==> config.mk <==
export PLATFORM = sky130hd
export DESIGN_NAME = sc_leveltimer
export DESIGN_NICKNAME = d
export VERILOG_FILES = /design/src/rtl/sc_leveltimer.sv
export SDC_FILE = /design/constraint.sdc
export NUM_CORES = 1
export LEC_CHECK = 0
export ABC_AREA = 1
export BUFFER_PORTS_ARGS = -buffer_cell sky130_fd_sc_hd__buf_4
export CAP_MARGIN = 20
export CORE_MARGIN = 5
export CORE_UTILIZATION = 40
export DETAILED_ROUTE_END_ITERATION = 10
export PLACE_DENSITY_LB_ADDON = 0.3
export SETUP_SLACK_MARGIN = 0.15
export SKIP_CTS_REPAIR_TIMING = 1
export SYNTH_ARGS = -nofsm -noshare
export SYNTH_HDL_FRONTEND = slang
export SYNTH_SLANG_ARGS = --single-unit
==> constraint.sdc <==
create_clock -name SC_LEVELTIMER_CLOCK_50 -period 2.6 [get_ports SC_LEVELTIMER_CLOCK_50]
set_clock_uncertainty 0.1 [all_clocks]
set_input_delay 0.52 -clock SC_LEVELTIMER_CLOCK_50 [delete_from_list [all_inputs] [get_ports SC_LEVELTIMER_CLOCK_50]]
set_output_delay 0.52 -clock SC_LEVELTIMER_CLOCK_50 [all_outputs]
set_load 0.03 [all_outputs]
==> src/rtl/sc_leveltimer.sv <==
// ============================================================================
// Module      : sc_leveltimer
// Description : Programmable period timer with a one-cycle expiry tick and a
//               saturating level count for the game state machine.
//               Optional macro SC_LEVELTIMER_PRESCALER_EN adds a
//               divide-by-PRESCALE_DIV prescaler on the count unit.
// Revision    : 1.0 - initial release
// ============================================================================
`default_nettype none

module sc_leveltimer #(
    parameter int PERIOD_WIDTH = 32,
    parameter int LEVEL_WIDTH  = 8,
    parameter int LEVEL_MAX    = 59,
    parameter int PRESCALE_DIV = 50
) (
    input  logic                    SC_LEVELTIMER_CLOCK_50,
    input  logic                    SC_LEVELTIMER_RESET_InLow,
    input  logic                    SC_LEVELTIMER_START_InLow,
    input  logic [PERIOD_WIDTH-1:0] SC_LEVELTIMER_PERIOD_InBUS,
    input  logic                    SC_LEVELTIMER_LOAD_InHigh,
    input  logic                    SC_LEVELTIMER_PAUSE_InHigh,
    output logic                    SC_LEVELTIMER_TICK_OutHigh,
    output logic [LEVEL_WIDTH-1:0]  SC_LEVELTIMER_LEVEL_OutBUS,
    output logic                    SC_LEVELTIMER_LEVELMAX_OutHigh,
    output logic                    SC_LEVELTIMER_RUNNING_OutHigh
);

    typedef enum logic [1:0] {
        S_IDLE  = 2'd0,
        S_RUN   = 2'd1,
        S_PAUSE = 2'd2,
        S_DONE  = 2'd3
    } state_t;

    localparam logic [PERIOD_WIDTH-1:0] c_period_one = PERIOD_WIDTH'(1);
    localparam logic [LEVEL_WIDTH-1:0]  c_level_max  = LEVEL_WIDTH'(LEVEL_MAX);

    state_t                  state_q, state_d;
    logic [PERIOD_WIDTH-1:0] period_q, period_d;
    logic [PERIOD_WIDTH-1:0] cnt_q, cnt_d;
    logic [LEVEL_WIDTH-1:0]  level_q, level_d;
    logic                    tick_q, tick_d;
    logic                    levelmax_q, levelmax_d;
    logic                    running_q, running_d;
    logic                    start_prev_q;

    logic                    w_start;
    logic [PERIOD_WIDTH-1:0] w_period_in;
    logic [LEVEL_WIDTH-1:0]  w_level_inc;
    logic                    w_unit_en;

`ifdef SC_LEVELTIMER_PRESCALER_EN
    localparam int PS_W = (PRESCALE_DIV > 1) ? $clog2(PRESCALE_DIV) : 1;
    localparam logic [PS_W-1:0] c_ps_last = PS_W'(PRESCALE_DIV - 1);

    logic [PS_W-1:0] ps_q, ps_d;

    assign w_unit_en = (ps_q == c_ps_last);
`else
    assign w_unit_en = 1'b1;
`endif

    assign w_start     = start_prev_q & ~SC_LEVELTIMER_START_InLow;
    // A zero period would never expire, so it is promoted to one count unit.
    assign w_period_in = (SC_LEVELTIMER_PERIOD_InBUS == '0) ? c_period_one
                                                            : SC_LEVELTIMER_PERIOD_InBUS;
    assign w_level_inc = level_q + LEVEL_WIDTH'(1);

    always_comb begin
        state_d    = state_q;
        period_d   = period_q;
        cnt_d      = cnt_q;
        level_d    = level_q;
        levelmax_d = levelmax_q;
        tick_d     = 1'b0;
`ifdef SC_LEVELTIMER_PRESCALER_EN
        ps_d       = ps_q;
`endif
        if (w_start) begin
            period_d   = w_period_in;
            cnt_d      = w_period_in - c_period_one;
            level_d    = '0;
            levelmax_d = 1'b0;
            state_d    = S_RUN;
`ifdef SC_LEVELTIMER_PRESCALER_EN
            ps_d       = '0;
`endif
        end else begin
            case (state_q)
                S_RUN, S_PAUSE: begin
                    if (SC_LEVELTIMER_LOAD_InHigh) begin
                        period_d = w_period_in;
                        cnt_d    = w_period_in - c_period_one;
`ifdef SC_LEVELTIMER_PRESCALER_EN
                        ps_d     = '0;
`endif
                    end else if (SC_LEVELTIMER_PAUSE_InHigh) begin
                        state_d = S_PAUSE;
                    end else begin
                        // Leaving PAUSE counts on the same edge, so the
                        // freeze lasts exactly as long as PAUSE is high.
                        state_d = S_RUN;
`ifdef SC_LEVELTIMER_PRESCALER_EN
                        ps_d    = w_unit_en ? '0 : ps_q + PS_W'(1);
`endif
                        if (w_unit_en) begin
                            if (cnt_q == '0) begin
                                tick_d  = 1'b1;
                                cnt_d   = period_q - c_period_one;
                                level_d = w_level_inc;
                                if (w_level_inc == c_level_max) begin
                                    state_d    = S_DONE;
                                    levelmax_d = 1'b1;
                                end
                            end else begin
                                cnt_d = cnt_q - c_period_one;
                            end
                        end
                    end
                end
                default: ;
            endcase
        end
        running_d = (state_d == S_RUN);
    end

    always_ff @(posedge SC_LEVELTIMER_CLOCK_50 or negedge SC_LEVELTIMER_RESET_InLow) begin
        if (!SC_LEVELTIMER_RESET_InLow) begin
            state_q      <= S_IDLE;
            period_q     <= '0;
            cnt_q        <= '0;
            level_q      <= '0;
            tick_q       <= 1'b0;
            levelmax_q   <= 1'b0;
            running_q    <= 1'b0;
            start_prev_q <= 1'b1;
        end else begin
            state_q      <= state_d;
            period_q     <= period_d;
            cnt_q        <= cnt_d;
            level_q      <= level_d;
            tick_q       <= tick_d;
            levelmax_q   <= levelmax_d;
            running_q    <= running_d;
            start_prev_q <= SC_LEVELTIMER_START_InLow;
        end
    end

`ifdef SC_LEVELTIMER_PRESCALER_EN
    always_ff @(posedge SC_LEVELTIMER_CLOCK_50 or negedge SC_LEVELTIMER_RESET_InLow) begin
        if (!SC_LEVELTIMER_RESET_InLow) begin
            ps_q <= '0;
        end else begin
            ps_q <= ps_d;
        end
    end
`endif

    assign SC_LEVELTIMER_TICK_OutHigh     = tick_q;
    assign SC_LEVELTIMER_LEVEL_OutBUS     = level_q;
    assign SC_LEVELTIMER_LEVELMAX_OutHigh = levelmax_q;
    assign SC_LEVELTIMER_RUNNING_OutHigh  = running_q;

endmodule

`default_nettype wire
== Word level (Yosys, flattened, before mapping) ==
Index checks and enable logic that the tools add are counted.

* Flip-flop bits (word level): 78
* Input port bits: 37
* Output and inout bits: 11
* Word-level logic and storage cells: 63

* $add $sub $neg: 4
* Eq/ne operators: 7
* Muxes and demuxes: 31
* Bitwise operators: 2
* Reductions and logical operators: 11

{| class="wikitable"
|+ Operator list
! operator !! count
|-
| $mux W32 || 9
|-
| $sub A32 B1 Y32 const B || 3
|-
| $logic_not A32 Y1 || 2
|-
| $mux W8 || 5
|-
| $mux W2 || 6
|-
| $mux W1 || 11
|-
| $add A8 B1 Y8 const B || 1
|-
| $eq A8 B6 Y1 const B || 1
|-
| $reduce_bool A2 Y1 || 4
|-
| $reduce_and A5 Y1 || 1
|-
| $eq A2 B1 Y1 const B || 2
|-
| $ne A2 B1 Y1 const B || 2
|-
| $reduce_and A2 Y1 || 2
|-
| $reduce_and A4 Y1 || 1
|-
| $ne A3 B2 Y1 const B || 1
|-
| $eq A2 B2 Y1 const B || 1
|-
| $reduce_or A2 Y1 || 1
|-
| $and A1 B1 Y1 || 1
|-
| $not A1 Y1 || 1
|}

== Depth between registers and ports, before layout ==
* Depth after elaboration: 9
* Mapped depth: 20
* Depth with buffers taken out: 20

== Worst setup path before layout ==
No wires, ideal clock.

* Path type: input to register
* Start point: input port SC_LEVELTIMER_PERIOD_InBUS[26]
* End point: register cnt_q[26]
* Setup time: 0.116 ns
* Arrival: 2.463 ns
* Data required time: 2.384 ns
* Path slack: -0.079 ns
* Cell stages on the path: 19
* Buffers on the path: 0
* Cells stage by stage: inv_1 > nand2_1 > nor2_1 > nand4_1 > nor2_1 > nor2_2 > ha_1 > nand2_1 > nor2_1 > nand2_1 > nor2_1 > inv_1 > nor3_1 > nand4_1 > xor2_1 > o21ai_0 > nand2_1 > nand2_1 > nand2_1

* Longest elaborated chain between the ends: 6

{| class="wikitable"
|+ Ends and longest elaborated chain
! item !! line !! RTL
|-
| start, declared || 20 || <nowiki>input logic [PERIOD_WIDTH-1:0] SC_LEVELTIMER_PERIOD_InBUS,</nowiki>
|-
| $logic_not A32 Y1 || 66 || <nowiki>assign w_period_in = (SC_LEVELTIMER_PERIOD_InBUS == '0) ? c_period_one</nowiki>
|-
| $mux W32 (*) || 66 ||
|-
| $sub A32 B1 Y32 (*) || 82, 94 ||
|-
| $mux W32 || 92 || <nowiki>if (SC_LEVELTIMER_LOAD_InHigh) begin</nowiki>
|-
| $mux W32 || 90 || <nowiki>case (state_q)</nowiki>
|-
| $mux W32 (*) || 80 || <nowiki>if (w_start) begin</nowiki>
|-
| end signal, assigned || 141 || <nowiki>cnt_q <= cnt_d;</nowiki>
|-
| end, declared || 41 || <nowiki>logic [PERIOD_WIDTH-1:0] cnt_q, cnt_d;</nowiki>
|}

Mark *: on every way between the ends. The rest lies on a longest branch, timed or not. The select of a mux whose other input is x is not followed.
A chain may end at the register's enable or synchronous reset.

== Worst setup path after layout ==
* Start point: register cnt_q[6]
* End point: register cnt_q[26]

* Longest elaborated chain between the ends: 6
* Elaborated cells between the ends (all ways): 7
* Those cells by class: add/sub (1); mux (5); reduce/logical (1)

{| class="wikitable"
|+ Ends and longest elaborated chain
! item !! line !! RTL
|-
| $sub A32 B1 Y32 or $logic_not A32 Y1 (tied branches) || 117, 108 ||
|-
| $mux W32 (*) || 108 || <nowiki>if (cnt_q == '0) begin</nowiki>
|-
| $mux W32 (*) || 98 || <nowiki>end else if (SC_LEVELTIMER_PAUSE_InHigh) begin</nowiki>
|-
| $mux W32 (*) || 92 ||
|-
| $mux W32 (*) || 90 ||
|-
| $mux W32 (*) || 80 ||
|}

Marks and branches as above.

==> flow_summary.ini <==
[clock_tree]
path_clk_slew_ns = 0.06
cts-buffers-inserted = 9
clkLatencyLatePin_ns = 0.35
cts_sinks = 78
cts_tree = built
root_buffer = clkbuf_16
clockBufferDepth = 2
htreeDepth = 3

[drt]
drtIter0Drc = 504
vias_per_cell = 5.23
first_pass_iters = 5
wire_per_inst_um = 15.5
vias = 6856
drt_wl_total_um = 20300
ant_nets = 0
drcViolationCount = 0

[synthesis]
synth-adder-area-share_pct = 0.841
seq_area_frac_synth_pct = 32.8
synth_nets = 1000
synth_compound_area_share_pct = 12.1
synth_xor_area_share_pct = 2.65
ys_types = 39
synthesis.area_um2 = 5950
syn_area_per_cell_um2 = 6.21
async_flop_share_pct = 100
synthSimpleGateAreaFrac_pct = 41.5
synth_top_family_by_area = simple AND/OR/NAND/NOR gates
syn-instance-count = 959
ys_warn_count = 0
synthMuxAreaShare_pct = 0
synth_edf_count = 0
synth_flop_cell = dfrtp_1
synth.ff_latch_count = 78

[final_layout]
areaGrowthSynthToFinish_pct = 36.4
final_cells = 1310
diodes = 0
final_cell_mix = 257 x nand2_1, 172 x buf_4, 111 x inv_1
final_common_cell = nand2_1
nets = 1162
fin_area_um2 = 8120
fill_cells = 1375
drive_above_1_share_pct = 29.2

[place]
dp_hpwl_um = 15600
place_inst = 1286
io_buffers = 47
gp_congestion = 0.998
place_area_um2 = 7460

[floorplanning]
die_x_um = 132
fp.dieH_um = 132
core_um2 = 14600
fp-row-count = 44
io_pins = 48
start_util_pct = 40.8
dieArea_um2 = 17400

[global_routing]
antenna_found_initial = 0
grt_max_degree = 44
grt_pass1_wl_um = 32200
grt-ovfl-total = 0
grt_usage_pct = 23.0
grt_pass1_vias = 6201

[power_and_ir_drop]
ir_worst_vdd_mv = 0.529
p_leak_nw = 3.87
power_density_nw_per_um2 = 876

[setup_path]
critPathKind = flop to flop
required_ns = 2.75
cp_max_fo = 10
start_kind = flop
arrival_ns = 2.69
crit_path_end_kind = flop

[sta]
fmax_ghz = 0.393
slew_violations = 0
min_period_ns = 2.55
rsz0062_at_grt = yes
whs_ns = 0.0682
slew-limit-headroom_pct = 54.3
period_share_pct = 97.9
finalSetupTns_ns = 0
tightest_slew_ns = 0.684
setup_viol = 0
finalHoldViolCount = 0

[hold_path]
hold_path_class = input port to async pin

[status]
status = finished, final reports clean

[job]
cap_violations = 0
-- where the power goes --
group	internal, W	switching (W)
sequential	0.00174	0.000357
combinational	0.00136	0.00225
clock	0.000869	0.000536
total	0.00396	0.00315
-- final timing paths --
| kind | to | start | slack [ns] | depth (start not counted) |
|---|---|---|---|---|
| max in group asynchronous | period_q[9]$_DFFE_PN0P_ | SC_LEVELTIMER_RESET_InLow | 1.71 | 2 |
| min | period_q[28]$_DFFE_PN0P_ | SC_LEVELTIMER_RESET_InLow | 0.07 | 1 |
| max | cnt_q[26]$_DFFE_PN0P_ | cnt_q[6]$_DFFE_PN0P_ | 0.05 | 19 |
| min in group SC_LEVELTIMER_CLOCK_50 | start_prev_q$_DFF_PN1_ | SC_LEVELTIMER_START_InLow | 0.19 | 1 |
| min reg2reg | period_q[18]$_DFFE_PN0P_ | period_q[18]$_DFFE_PN0P_ | 0.41 | 2 |
| max reg2reg | cnt_q[26]$_DFFE_PN0P_ | cnt_q[6]$_DFFE_PN0P_ | 0.05 | 19 |
-- layer usage --
layer | track usage, % | wire length, µm | vias to the layer above
met2 | 34.6 | 8940 | 269
met3 | 2.71 | 1480 | 34
li1 | - | - | 3361
met1 | 33.9 | 9430 | 3192
met4 | 8.23 | 495 | 0
met5 | 0 | 0 | -
-- cells in the mapped netlist (15+ instances only) --
master | n | area [µm²]
nand2_1 | 285 | 1070
nor2_1 | 136 | 510
inv_1 | 119 | 447
nand3_1 | 80 | 400
o21ai_0 | 78 | 390
dfrtp_1 | 77 | 1930
a21oi_1 | 26 | 130
clkbuf_1 | 16 | 60.1
nor3_1 | 16 | 80.1
xor2_1 | 16 | 140
nand2_2 | 15 | 93.8
nor2_2 | 15 | 93.8
-- state kept, by name, summed over array words and instances (netlist names) --
signal / flops
cnt_q: 32
period_q: 32
SC_LEVELTIMER_LEVEL_OutBUS: 8
state_q: 2
SC_LEVELTIMER_LEVELMAX_OutHigh: 1
SC_LEVELTIMER_RUNNING_OutHigh: 1
SC_LEVELTIMER_TICK_OutHigh: 1
start_prev_q: 1
-- stage by stage --
step / utilization, % / setup WS [ns] / power [W]
after floorplan: - / 0.0108 / 0.00403
after global placement: 51.1 / -0.164 / 0.00529
after detailed placement: 51.1 / -0.265 / 0.00535
after CTS: 53.3 / -0.0445 / 0.00679
after global routing: 55.7 / -0.0970 / 0.00765
final: 55.7 / 0.0546 / 0.00711
-- critical path, stage by stage (launching register included) --
cell	delay (ns)
dfrtp_1	0.40
nor2_1	0.13
nand2_1	0.11
nor2_1	0.14
nand2_2	0.09
nor2_4	0.16
buf_6	0.17
buf_4	0.12
a21oi_1	0.11
nand2_1	0.14
nor2_4	0.05
buf_4	0.13
nand2_1	0.11
nor2_1	0.06
nand2_1	0.07
nand2_1	0.08
nand3_2	0.11
nand2_1	0.06
nand2_1	0.06
nand2_1	0.04
-- cell type report --
type / instances / area (µm²) / area share [%]
Tap cell: 184 / 230 / 2.84
Multi-Input combinational cell: 732 / 3740 / 46.0
Inverter: 122 / 475 / 5.86
Clock inverter: 5 / 82.6 / 1.02
Clock buffer: 11 / 243 / 2.99
Sequential cell: 78 / 1950 / 24.1
Timing Repair Buffer: 178 / 1400 / 17.2
-- cells by family after synthesis --
kind of cell	Yosys count
flops	78
simple gates	575
xor+xnor	18
compound gates	135
fa+ha+maj	4
buf+inv	149
Power figures use the tool's default switching activity.
